[src/rtl/ysyx_22050243_pkg.sv]
// ============================================================================
// ysyx_22050243_pkg : shared funct3 size codes and LSU state encoding
// Revision: 1.0
// ============================================================================
`default_nettype none

package ysyx_22050243_pkg;

    localparam logic [2:0] LSU_B  = 3'b000;
    localparam logic [2:0] LSU_H  = 3'b001;
    localparam logic [2:0] LSU_W  = 3'b010;
    localparam logic [2:0] LSU_D  = 3'b011;
    localparam logic [2:0] LSU_BU = 3'b100;
    localparam logic [2:0] LSU_HU = 3'b101;
    localparam logic [2:0] LSU_WU = 3'b110;

    typedef enum logic [1:0] {
        ST_IDLE = 2'd0,
        ST_REQ  = 2'd1,
        ST_WAIT = 2'd2,
        ST_DONE = 2'd3
    } lsu_state_t;

    // Byte-enable pattern for a 2^size_lg byte access at lane 0.
    function automatic logic [7:0] lsu_lane_mask(input logic [1:0] size_lg);
        case (size_lg)
            2'd0:    lsu_lane_mask = 8'h01;
            2'd1:    lsu_lane_mask = 8'h03;
            2'd2:    lsu_lane_mask = 8'h0F;
            default: lsu_lane_mask = 8'hFF;
        endcase
    endfunction

endpackage

`default_nettype wire

[src/rtl/ysyx_22050243_lsu_ext.sv]
// ============================================================================
// ysyx_22050243_lsu_ext : combinational load-lane extraction and extension
// Revision: 1.0
// ============================================================================
`default_nettype none

module ysyx_22050243_lsu_ext
    import ysyx_22050243_pkg::*;
#(
    parameter int XLEN = 64
) (
    input  logic [XLEN-1:0] rdata_i,
    input  logic [2:0]      off_i,
    input  logic [2:0]      funct3_i,
    output logic [XLEN-1:0] ext_o
);

    logic [XLEN-1:0] w_shifted;
    logic            w_signed;

    assign w_shifted = rdata_i >> {off_i, 3'b000};
    assign w_signed  = ~funct3_i[2];

    always_comb begin
        ext_o = '0;
        case (funct3_i[1:0])
            2'd0:    ext_o = {{(XLEN-8){w_signed & w_shifted[7]}},   w_shifted[7:0]};
            2'd1:    ext_o = {{(XLEN-16){w_signed & w_shifted[15]}}, w_shifted[15:0]};
            2'd2:    ext_o = {{(XLEN-32){w_signed & w_shifted[31]}}, w_shifted[31:0]};
            default: ext_o = w_shifted;
        endcase
    end

endmodule

`default_nettype wire

[src/rtl/ysyx_22050243_lsu.sv]
// ============================================================================
// ysyx_22050243_lsu : multi-cycle load/store unit, one aligned 64-bit request
// Revision: 1.0
// ============================================================================
`default_nettype none

module ysyx_22050243_lsu
    import ysyx_22050243_pkg::*;
#(
    parameter int XLEN   = 64,
    parameter int MASK_W = XLEN / 8
) (
    input  logic              clk,
    input  logic              rst_n,
    input  logic              in_valid,
    output logic              in_ready,
    input  logic              in_mem_r,
    input  logic              in_mem_w,
    input  logic [2:0]        in_funct3,
    input  logic [XLEN-1:0]   in_addr,
    input  logic [XLEN-1:0]   in_wdata,
    output logic              out_valid,
    input  logic              out_ready,
    output logic [XLEN-1:0]   out_rdata,
    output logic              out_err,
    output logic              mem_req_valid,
    input  logic              mem_req_ready,
    output logic              mem_req_we,
    output logic [XLEN-1:0]   mem_req_addr,
    output logic [XLEN-1:0]   mem_req_wdata,
    output logic [MASK_W-1:0] mem_req_wmask,
    input  logic              mem_resp_valid,
    input  logic [XLEN-1:0]   mem_resp_rdata
);

    lsu_state_t        state_q;
    logic [2:0]        off_q;
    logic [2:0]        funct3_q;
    logic              we_q;
    logic [XLEN-1:0]   addr_q;
    logic [XLEN-1:0]   wdata_q;
    logic [MASK_W-1:0] wmask_q;
    logic [XLEN-1:0]   rdata_q;
    logic              err_q;

    logic [2:0]        w_off;
    logic [2:0]        w_align_mask;
    logic              w_misaligned;
    logic              w_illegal;
    logic              w_is_mem;
    logic              w_err;
    logic [MASK_W-1:0] w_wmask;
    logic [XLEN-1:0]   w_wdata;
    logic [XLEN-1:0]   w_ext;

    assign w_off = in_addr[2:0];

    always_comb begin
        w_align_mask = 3'b000;
        case (in_funct3[1:0])
            2'd0:    w_align_mask = 3'b000;
            2'd1:    w_align_mask = 3'b001;
            2'd2:    w_align_mask = 3'b011;
            default: w_align_mask = 3'b111;
        endcase
    end

    assign w_misaligned = |(w_off & w_align_mask);
    assign w_illegal    = (in_mem_r & in_mem_w)
                        | (in_mem_r & (in_funct3 == 3'b111))
                        | (in_mem_w & in_funct3[2]);
    assign w_is_mem     = in_mem_r | in_mem_w;
    // Misalignment only matters for real memory ops; plain ALU ops pass through cleanly.
    assign w_err        = w_is_mem & (w_illegal | w_misaligned);
    assign w_wmask      = MASK_W'(lsu_lane_mask(in_funct3[1:0])) << w_off;
    assign w_wdata      = in_wdata << {w_off, 3'b000};

    ysyx_22050243_lsu_ext #(
        .XLEN(XLEN)
    ) u_ext (
        .rdata_i  (mem_resp_rdata),
        .off_i    (off_q),
        .funct3_i (funct3_q),
        .ext_o    (w_ext)
    );

    always_ff @(posedge clk) begin
        if (!rst_n) begin
            state_q  <= ST_IDLE;
            off_q    <= '0;
            funct3_q <= '0;
            we_q     <= 1'b0;
            addr_q   <= '0;
            wdata_q  <= '0;
            wmask_q  <= '0;
            rdata_q  <= '0;
            err_q    <= 1'b0;
        end else begin
            case (state_q)
                ST_IDLE: begin
                    if (in_valid) begin
                        off_q    <= w_off;
                        funct3_q <= in_funct3;
                        rdata_q  <= '0;
                        err_q    <= w_err;
                        if (w_is_mem && !w_err) begin
                            state_q <= ST_REQ;
                            we_q    <= in_mem_w;
                            addr_q  <= {in_addr[XLEN-1:3], 3'b000};
                            wmask_q <= in_mem_w ? w_wmask : '0;
                            wdata_q <= in_mem_w ? w_wdata : '0;
                        end else begin
                            state_q <= ST_DONE;
                        end
                    end
                end
                ST_REQ: begin
                    if (mem_req_ready) begin
                        state_q <= ST_WAIT;
                    end
                end
                ST_WAIT: begin
                    if (mem_resp_valid) begin
                        rdata_q <= we_q ? '0 : w_ext;
                        state_q <= ST_DONE;
                    end
                end
                ST_DONE: begin
                    if (out_ready) begin
                        state_q <= ST_IDLE;
                    end
                end
                default: state_q <= ST_IDLE;
            endcase
        end
    end

    assign in_ready      = (state_q == ST_IDLE);
    assign mem_req_valid = (state_q == ST_REQ);
    assign out_valid     = (state_q == ST_DONE);
    assign mem_req_we    = we_q;
    assign mem_req_addr  = addr_q;
    assign mem_req_wdata = wdata_q;
    assign mem_req_wmask = wmask_q;
    assign out_rdata     = rdata_q;
    assign out_err       = err_q;

endmodule

`default_nettype wire
[config.mk]
export PLATFORM = sky130hd
export DESIGN_NAME = ysyx_22050243_lsu
export DESIGN_NICKNAME = d
export VERILOG_FILES = /design/src/rtl/ysyx_22050243_pkg.sv /design/src/rtl/ysyx_22050243_lsu_ext.sv /design/src/rtl/ysyx_22050243_lsu.sv
export SDC_FILE = /design/constraint.sdc
export NUM_CORES = 1
export LEC_CHECK = 0
export ABC_AREA = 1
export CORE_MARGIN = 3
export CORE_UTILIZATION = 50
export DETAILED_ROUTE_END_ITERATION = 10
export MAX_ROUTING_LAYER = met4
export PLACE_DENSITY = 0.87
export SLEW_MARGIN = 10
export SYNTH_ARGS = -nofsm -noshare
export SYNTH_HDL_FRONTEND = slang
export SYNTH_HIERARCHICAL = 1
export SYNTH_SLANG_ARGS = --single-unit
[constraint.sdc]
create_clock -name clk -period 3.1 [get_ports clk]
set_input_delay 0.465 -clock clk [delete_from_list [all_inputs] [get_ports clk]]
set_output_delay 0.465 -clock clk [all_outputs]
set_load 0.05 [all_outputs]
==> summary.md, run 1 <==
| Metric | Value |
|---|---|
| Overall routed net length | `roughly 48,000 um` |
| Class of the tightest hold or removal check | `reg2reg` |
| Number of buffers inserted to repair setup after CTS | `0` |
| Final Hold Vio Count | `0` |
| Total of flip-flops plus latches after synthesis | `approximately 210` |
| Number of top-level design ports | `between 400 and 500` |
| Area growth from synthesis to final layout | `39.5%` |
| DRC violation count after routing | `0` |
| Share of the synthesized area in compound gates (AO/OA/AOI/OAI) | `0.146` |
| Startpoint-to-endpoint class of the critical path | `reg2reg` |
| Highest ir drop seen on vdd | `0.728 mV` |
| Most frequent standard cell in the layout excluding fill and tap cells | `nand2_1` |
| Status | `complete, no violations` |
| Final critical path time including I/O delays and setup | `2.62 ns` |
| Final worst-path setup slack | `about 0.48 ns` |
| Static Leakage | `0.00634 uW` |
| Setup Viol. Count Final | `0` |
| Count of different cell masters after synthesis | `37` |
| Core area | `about 0.023 mm2` |
| Number of max-slew violations in the final report | `0` |
| Power share of the clock group | `0.247` |
| Antenna-violating nets left | `0` |
| Std-Cell Rows | `55` |
| Router iterations before antenna repair | `6` |
| Setup Skew | `0.0124 ns` |
| Largest net degree at the start of global routing | `between 80 and 90` |
| Endpoint class of the critical path | `register` |
| X dimension of the die | `between 150 and 200 um` |
| Filler cells | `between 1,500 and 2,000` |
| Maximum level of the CTS H-tree | `1` |
| Max_slew headroom | `0.392` |
| Placer Congestion | `between 1 and 1.5` |
| Sequential Power Share | `0.278` |
| Largest fanout on the critical path | `43` |
| Post-synthesis share of cell area spent on and, or, nand and nor gates | `0.409` |
| Unrepaired setup endpoints after global routing | `false` |
| Height of the die | `about 160 um` |
| Max-cap viol count | `0` |
| Final net count | `approximately 2,400` |
| Net Sw Power | `4930 uW` |
| Num Clock Sinks | `slightly above 200` |
| Clock transition at the registers of the reported paths | `0.06 ns` |
| Total of hold buffers inserted after clock tree synthesis | `0` |
| CTS Buf Count | `24` |
| Number of DRC markers in iteration 0 | `1,660` |
| Setup_tns | `0 ns` |
| Die ar. | `between 0.02 and 0.03 mm2` |
| Worst-skew pair later-pin latency | `approximately 0.53 ns` |
| First-pass GRT wire length | `73,700 um` |
| Vias in the first global route | `roughly 13,000` |
| Final HPWL DP | `34,900 um` |
| Comb power frac | `0.475` |
| Arrival time worst endpoint | `about 3.1 ns` |
| Sequential cell area in the final layout | `0.00415 mm2` |
| Clock tree from TritonCTS | `built` |
| Sw Ratio | `0.442` |
| Element type at the critical path start | `register` |
| Syn Inst Count | `around 1,900` |
| Port Buf Inserts | `around 400` |
| Via-to-Cell Ratio | `about 5.7` |
| Worst Max-Slew Pin Slew | `around 0.9 ns` |
| Worst slack on hold paths | `between 0.4 and 0.5 ns` |
| Root Buffer Master | `clkbuf_16` |
| Antenna violations before repair | `2` |
| Average cell area after synthesis | `6.35 um2` |
| Combined area of the multi-input logic cells | `about 0.0066 mm2` |
| Commonest cells after routing, fill and taps aside | `nand2_1, clkdlybuf4s50_1, nand3_1` |
| Data required time at the worst endpoint | `3.54 ns` |
| Total power draw | `11,200 uW` |
| Yosys warning count | `6` |
| Initial standard-cell utilization of the core | `0.515` |
| Netlist area before placement | `roughly 0.012 mm2` |
| Via count | `14,300` |
| Sequential fraction of the synthesis area | `0.351` |
| Multiplexer area fraction after synthesis | `0` |
| Global Route Usage Sum | `0.366` |
| Maximum clock frequency | `about 0.38 GHz` |
| Total congestion overflow | `0` |
| Tcrit/Tclk final | `0.845` |
| Setup Slack @ Placement | `a little over 0.5 ns` |
| Cell area power density | `between 600 and 700 mW/mm2` |
| Share of layout cells above drive strength 1 | `0.0570` |
| Gates resized, CTS repair | `0` |
| Area share of xor/xnor cells in the synthesized design | `0` |
| Maximum root-to-sink buffer count | `3` |
| Combinational family with the most area after synthesis | `simple AND/OR/NAND/NOR gates` |
| Power Internal | `~6200 uW` |
| Wire length per cell | `19.4 um` |
| Area share of fa/ha/maj cells after synthesis | `0.00531` |
==> flip-flops by register name, indices dropped and copies added (netlist names) <==
name / cells
mem_req_we: 1
mem_req_addr: 61
mem_req_wmask: 8
funct3_q: 3
out_rdata: 64
mem_req_wdata: 64
off_q: 3
out_err: 1
state_q: 2
==> routing by layer <==
metal  vias to the layer above  GRT usage  share of wire
met1                      6551      0.438           0.38
li1                       6780          -              -
met4                         0      0.140          0.044
met5                         -          -              0
met2                       833      0.606           0.47
met3                       141     0.0757           0.10
==> per-stage QoR <==
step,cells,utilization,area (um2)
floorplan,1859,-,11800
global placement,2449,0.685,15700
detailed placement,2449,0.685,15700
CTS,2488,0.718,16400
global route,2490,0.718,16500
finish,2490,0.718,16500
==> cells in the mapped netlist <==
cell type	instances	share of area
clkbuf_1	66	0.021
nor2_2	2	0.0011
clkinv_1	1	0.00032
o21ai_2	2	0.0015
buf_6	16	0.015
dfxtp_1	207	0.35
o31ai_1	3	0.0019
nand3_4	1	0.0015
buf_12	2	0.0034
nand3_2	5	0.0042
conb_1	1	0.00032
or2_2	8	0.0042
a21oi_2	1	0.00074
o22ai_1	2	0.0011
nor3_1	12	0.0051
buf_4	17	0.011
inv_1	29	0.0092
or2_1	1	0.00053
nand3_1	299	0.13
o211ai_1	27	0.017
nor2_1	182	0.058
nand4_2	1	0.0011
inv_8	1	0.00095
and2_1	1	0.00053
inv_2	7	0.0022
nand2_1	553	0.18
buf_1	9	0.0029
nor2_4	1	0.00095
nor3_2	2	0.0017
o21ai_0	118	0.050
nand2_2	17	0.0090
nand2_4	1	0.00095
a21oi_1	157	0.067
ha_1	5	0.0053
buf_2	51	0.022
nand4_1	33	0.018
o21ai_1	16	0.0068
==> path summary, 6_finish.rpt <==
kind | from | end | slack, ns | depth (start not counted)
min | out_rdata[60] | out_rdata[60] | 0.46 | 2
max | off_q[1] | out_rdata[56] | 0.48 | 9
max reg2reg | off_q[1] | out_rdata[56] | 0.48 | 9
min reg2reg | out_rdata[60] | out_rdata[60] | 0.46 | 2
==> layout make-up <==
class / count / share of cell area
multi-input combinational: 1453 / 0.404
timing repair buffer: 438 / 0.265
sequential: 207 / 0.252
clock buffer: 33 / 0.0416
tap: 313 / 0.0238
inverter: 38 / 0.00928
clock inverter: 6 / 0.00449
antenna: 2 / 0.000304
==> power by group through the flow <==
stage / combinational, uW / sequential, uW / clock [uW]
finish: 5300 / 3100 / 2760
global placement: 5150 / 3140 / 0
detailed placement: 5170 / 3150 / 0
floorplan: 2860 / 3860 / 0
CTS: 5200 / 3100 / 2780
global route: 5670 / 3130 / 2880
==> logic make-up (layout without fill, tap and decap cells) <==
kind of cell / count (synthesis) / after routing
AOI/OAI and AO/OA: 326 / 326
and+or+nand+nor: 1119 / 1119
other: 1 / 5
DFF: 207 / 207
adders and majority gates: 5 / 5
buffers and inverters: 199 / 515
==> worst max-delay path, stage by stage, from the launching register on <==
cell	delay [ns]
dfxtp_1	0.30
buf_4	0.19
inv_2	0.15
buf_4	0.40
nand2_1	0.12
nand3_1	0.13
nand3_2	0.52
nand4_1	0.33
nand3_1	0.15
a21oi_1	0.20
(Power assumes the default switching activity.)
==> run 2, diff against run 1 <==
--- a/config.mk
+++ b/config.mk
@@ -6,11 +6,12 @@
 export NUM_CORES = 1
 export LEC_CHECK = 0
 export ABC_AREA = 1
+export CORE_ASPECT_RATIO = 1.5
 export CORE_MARGIN = 3
-export CORE_UTILIZATION = 50
+export CORE_UTILIZATION = 42
 export DETAILED_ROUTE_END_ITERATION = 10
 export MAX_ROUTING_LAYER = met4
-export PLACE_DENSITY = 0.87
+export PLACE_DENSITY = 0.78
 export SLEW_MARGIN = 10
 export SYNTH_ARGS = -nofsm -noshare
 export SYNTH_HDL_FRONTEND = slang
==> constraint.sdc (replaced) <==
create_clock -name clk -period 2.3 [get_ports clk]
set_input_delay 0.345 -clock clk [delete_from_list [all_inputs] [get_ports clk]]
set_output_delay 0.345 -clock clk [all_outputs]
set_load 0.05 [all_outputs]
==> run 2 against run 1 <==
  * Clock power is 29% higher
  * Combinational power is 36% higher
  * Cell count is 2.1% higher
  * Final area is 1.9% higher
  * Total power is 34% higher
  * Sequential share of layout area is 0.46 points lower
  * Count of clock-buffer cells in the layout is 1 higher
  * Utilization is 11 points lower
  * Sequential power is 35% higher
  * Global-route usage is 4.9 points lower
  * Hold slack worse by 0.19 ns
==> summary.md, run 2 (same netlist as run 1, synthesis figures left out) <==
| Metric | Value |
|---|---|
| Clock tree from TritonCTS | `built` |
| Clock transition at the registers of the reported paths | `approximately 0.060 ns` |
| Met1 track demand over resource | `0.354` |
| Largest fanout on the critical path | `3` |
| Overall routed net length | `between 40,000 and 50,000 um` |
| Final critical path time including I/O delays and setup | `about 2.2 ns` |
| Post-route standard cell area excluding fillers | `approximately 0.017 mm2` |
| Element type at the critical path start | `register` |
| Maximum level of the CTS H-tree | `1` |
| Final HPWL DP | `around 36,000 um` |
| Class of the tightest hold or removal check | `in2reg` |
| Number of top-level design ports | `between 400 and 500` |
| Cells along the critical path | `clkdlybuf4s50_1` |
| Number of buffers inserted to repair setup after CTS | `0` |
| Setup Skew | `about 0.016 ns` |
| Vias in the first global route | `about 13,000` |
| Global-route track usage on met3 | `0.0439` |
| Highest ir drop seen on vdd | `around 0.64 mV` |
| Met2 capacity usage during global routing | `0.535` |
| Total of hold buffers inserted after clock tree synthesis | `0` |
| Endpoint class of the critical path | `primary output` |
| Unrepaired setup endpoints after global routing | `false` |
| Core area | `0.0274 mm2` |
| Placer Congestion | `around 0.98` |
| Number of DRC markers in iteration 0 | `approximately 1,200` |
| Largest net degree at the start of global routing | `86` |
| Maximum clock frequency | `between 0.4 and 0.5 GHz` |
| Data required time at the worst endpoint | `1.96 ns` |
| Cell depth of the worst flop-to-flop path | `8` |
| Cell area power density | `892 mW/mm2` |
| Gates resized, CTS repair | `0` |
| Global Route Usage Sum | `0.317` |
| Hold-critical path depth | `3` |
| DRC violation count after routing | `0` |
| Status | `complete, no violations` |
| Die ar. | `0.0302 mm2` |
| Commonest cells after routing, fill and taps aside | `nand2_1, clkdlybuf4s50_1, nand3_1` |
| Arrival time worst endpoint | `between 1.5 and 2 ns` |
| Worst-skew pair later-pin latency | `~0.54 ns` |
| Share of layout cells above drive strength 1 | `0.0682` |
| Filler cells | `~2,500` |
| Worst-path cell with the longest stage delay | `clkdlybuf4s50_1` |
| CTS Buf Count | `22` |
| Final net count | `2,392` |
| Port Buf Inserts | `between 400 and 500` |
| Num Clock Sinks | `around 210` |
| Max_slew headroom | `0.476` |
| Worst Max-Slew Pin Slew | `0.782 ns` |
| First-pass GRT wire length | `between 70,000 and 80,000 um` |
| Router iterations before antenna repair | `7` |
| Most frequent standard cell in the layout excluding fill and tap cells | `nand2_1` |
| Total number of cells along the worst setup path | `1` |
| Maximum root-to-sink buffer count | `3` |
| Via count | `~14,000` |
| Startpoint of the worst setup timing path | `mem_req_we` |
| X dimension of the die | `143 um` |
| Initial standard-cell utilization of the core | `0.430` |
| Setup Viol. Count Final | `0` |
| Setup_tns | `0 ns` |
| Max-cap viol count | `0` |
| Height of the die | `approximately 210 um` |
| Placement-stage cell area | `0.0160 mm2` |
| Antenna violations before repair | `2` |
| Root Buffer Master | `clkbuf_16` |
| Wire length per cell | `between 15 and 20 um` |
| Highest cell delay on the worst timing path | `approximately 0.91 ns` |
| Total congestion overflow | `0` |
| Via-to-Cell Ratio | `about 5.5` |
| R2R Path Start | `off_q[0]` |
| Startpoint-to-endpoint class of the critical path | `reg2out` |
| Area growth from synthesis to final layout | `42.1%` |
| Most Crowded Layer GR | `met2` |
| Number of max-slew violations in the final report | `0` |
| Tcrit/Tclk final | `0.960` |
| Worst path bufs/invs | `1` |
| HP Start | `rst_n` |
| Gate family responsible for the most delay along the worst path | `buffers and inverters` |
| Static Leakage | `0.00650 uW` |
| Std-Cell Rows | `74` |
| Final Hold Vio Count | `0` |
| Antenna-violating nets left | `0` |
## run 2: worst reg2reg max path, delay by kind of cell, from the launching register on
kind / cells / cell delay, ns
AND/OR/NAND/NOR: 3 / 0.23
AO/OA/AOI/OAI: 3 / 0.79
buffers and inverters: 2 / 0.49
flip-flops: 1 / 0.54
## run 2: final timing paths
check / endpoint / slack [ns]
worst max-delay path: mem_req_we / 0.09
worst min register to register: mem_req_wdata[58] / 0.46
worst min-delay path: mem_req_addr[20] / 0.27
worst max register to register: out_rdata[43] / 0.17
## run 2: metal layers
layer,up-vias,wire [um]
met3,125,3380
met2,669,24400
met5,-,0
li1,6822,-
met4,0,3220
met1,6434,17500
## run 2: report_power, final
group          switching (uW)  total (uW)  internal [uW]
clock                    1530        3570           2050
combinational            4840        7200           2360
sequential                242        4180           3930
## run 2: cell type report
class | instances | area [um2] | share of cell area
multi-input combinational | 1453 | 6640 | 0.396
timing repair buffer | 462 | 4680 | 0.279
sequential | 207 | 4150 | 0.247
clock buffer | 34 | 646 | 0.0385
tap | 342 | 428 | 0.0255
inverter | 38 | 153 | 0.00911
clock inverter | 5 | 63.8 | 0.00381
antenna | 2 | 5.00 | 0.000299
## run 2: stage by stage
stage	cells	power [uW]	hold WS [ns]	worst slack [ns]	utilization
after floorplan	1859	9060	0.479	0.172	-
after global placement	2502	11400	0.452	0.0837	0.585
after detailed placement	2502	11400	0.455	0.00114	0.585
after CTS	2541	15000	0.235	0.0612	0.611
after global routing	2543	15800	0.279	0.00822	0.611
final	2543	15000	0.269	0.0931	0.611
==> run 3, diff against run 2 <==
--- a/config.mk
+++ b/config.mk
@@ -10,9 +10,9 @@
 export CORE_MARGIN = 3
 export CORE_UTILIZATION = 42
 export DETAILED_ROUTE_END_ITERATION = 10
-export MAX_ROUTING_LAYER = met4
+export HOLD_SLACK_MARGIN = 0.12
 export PLACE_DENSITY = 0.78
-export SLEW_MARGIN = 10
+export SLEW_MARGIN = 0
 export SYNTH_ARGS = -nofsm -noshare
 export SYNTH_HDL_FRONTEND = slang
 export SYNTH_HIERARCHICAL = 1
==> run 3 against run 2 <==
  * Flip-flop and latch count stayed put
  * Largest power group unchanged
  * First-iteration DRC count up 2.7%
  * Highest routed layer unchanged
  * Largest cell class unchanged
  * Cell count down 0.39%
  * Sequential share of layout area hardly changed
  * Final area about the same
  * Routed wire length is 0.46% higher
==> summary.md, run 3 (same netlist as run 1, synthesis figures left out) <==
| Metric | Value |
|---|---|
| Status | `complete, no violations` |
| Endpoint class of the critical path | `primary output` |
| Router iterations before antenna repair | `6` |
| Std-Cell Rows | `74` |
| Highest cell delay on the worst timing path | `around 0.89 ns` |
| Clock tree from TritonCTS | `built` |
| Max_slew headroom | `0.476` |
| Worst path bufs/invs | `1` |
| Maximum clock frequency | `between 0.4 and 0.5 GHz` |
| Element type at the critical path start | `register` |
| CTS Buf Count | `22` |
| Placer Congestion | `about 1.0` |
| Worst slack on hold paths | `around 0.17 ns` |
| Final HPWL DP | `approximately 36,000 um` |
| Highest ir drop seen on vdd | `0.590 mV` |
| Final critical path time including I/O delays and setup | `approximately 2.2 ns` |
| Area growth from synthesis to final layout | `42.1%` |
| Initial standard-cell utilization of the core | `0.430` |
| Post-route standard cell area excluding fillers | `around 0.017 mm2` |
| Vias in the first global route | `about 13,000` |
| Clock transition at the registers of the reported paths | `0.06 ns` |
| Reg-to-reg setup timing slack | `0.21 ns` |
| Via-to-Cell Ratio | `~5.6` |
| Gates resized, CTS repair | `1` |
| Worst-path cell with the longest stage delay | `clkdlybuf4s50_1` |
| Num Clock Sinks | `~210` |
| Maximum root-to-sink buffer count | `3` |
| Height of the die | `211 um` |
| Commonest cells after routing, fill and taps aside | `nand2_1, clkdlybuf4s50_1, nand3_1` |
| Combined area of the multi-input logic cells | `approximately 0.0066 mm2` |
| Static Leakage | `between 0.006 and 0.007 uW` |
| Total congestion overflow | `0` |
| Setup Slack @ Placement | `0.0385 ns` |
| Setup Viol. Count Final | `0` |
| Worst-skew pair later-pin latency | `0.54 ns` |
| Placement-stage cell area | `0.0160 mm2` |
| Antenna-violating nets left | `0` |
| Number of top-level design ports | `408` |
| Class of the tightest hold or removal check | `in2reg` |
| Final worst-path setup slack | `about 0.15 ns` |
| Final net count | `about 2,400` |
| Port Buf Inserts | `just over 400` |
| DRC violation count after routing | `0` |
| Cell area power density | `899 mW/mm2` |
| Wire length per cell | `between 15 and 20 um` |
| Number of max-slew violations in the final report | `0` |
| Overall routed net length | `a little under 50,000 um` |
| Gate family responsible for the most delay along the worst path | `buffers and inverters` |
| Die ar. | `roughly 0.030 mm2` |
| Via count | `14,100` |
| Number of DRC markers in iteration 0 | `roughly 1,300` |
| Setup Skew | `0.0164 ns` |
| Tcrit/Tclk final | `0.935` |
| X dimension of the die | `between 100 and 150 um` |
| Data required time at the worst endpoint | `around 2 ns` |
| Antenna violations before repair | `2` |
| Startpoint-to-endpoint class of the critical path | `reg2out` |
| Arrival time worst endpoint | `between 1.5 and 2 ns` |
| Final Hold Vio Count | `0` |
| First-pass GRT wire length | `around 74,000 um` |
| Share of layout cells above drive strength 1 | `0.0658` |
| Filler cells | `2,590` |
| Number of buffers inserted to repair setup after CTS | `0` |
| Root Buffer Master | `clkbuf_16` |
| Total of hold buffers inserted after clock tree synthesis | `0` |
| Worst Max-Slew Pin Slew | `a little under 0.8 ns` |
| Global Route Usage Sum | `0.310` |
| Maximum level of the CTS H-tree | `1` |
| Sequential cell area in the final layout | `roughly 0.0041 mm2` |
| Cells along the critical path | `clkdlybuf4s50_1` |
| Max-cap viol count | `0` |
| Unrepaired setup endpoints after global routing | `false` |
| Most frequent standard cell in the layout excluding fill and tap cells | `nand2_1` |
| Largest fanout on the critical path | `3` |
| Largest net degree at the start of global routing | `86` |
| Core area | `between 0.02 and 0.03 mm2` |
| Setup_tns | `0 ns` |
run 3: final timing paths:
check	start	endpoint	cells after the start
worst max-delay path	mem_req_we	mem_req_we	1
worst min-delay path	in_addr[1]	off_q[1]	3
worst max register to register	off_q[0]	out_rdata[43]	8
worst min register to register	out_rdata[29]	out_rdata[29]	2
run 3: per-layer routing:
metal,vias up,GRT usage,share of wire
li1,6821,-,-
met1,6454,0.358,0.36
met2,646,0.536,0.50
met3,144,0.0424,0.068
met4,0,0.188,0.067
met5,-,0,0
run 3: area by class of cell:
class | count | area share
multi-input combinational | 1453 | 0.396
timing repair buffer | 456 | 0.278
sequential | 207 | 0.247
clock buffer | 26 | 0.0349
tap | 342 | 0.0255
inverter | 38 | 0.00911
clock inverter | 9 | 0.00836
antenna | 2 | 0.000299
run 3: metrics by stage:
step | power (uW) | util | std cells
final | 15100 | 0.611 | 2533
after global routing | 15800 | 0.611 | 2533
after CTS | 15100 | 0.611 | 2531
after detailed placement | 11400 | 0.585 | 2496
after global placement | 11300 | 0.585 | 2496
after floorplan | 9060 | - | 1859
run 3: power breakdown:
group	total (uW)	internal [uW]	leakage, uW	switching [uW]
logic	7170	2370	0.00446	4800
registers	4190	3930	0.00168	254
clock network	3700	2150	0.000349	1550
total	15100	8450	0.00649	6600
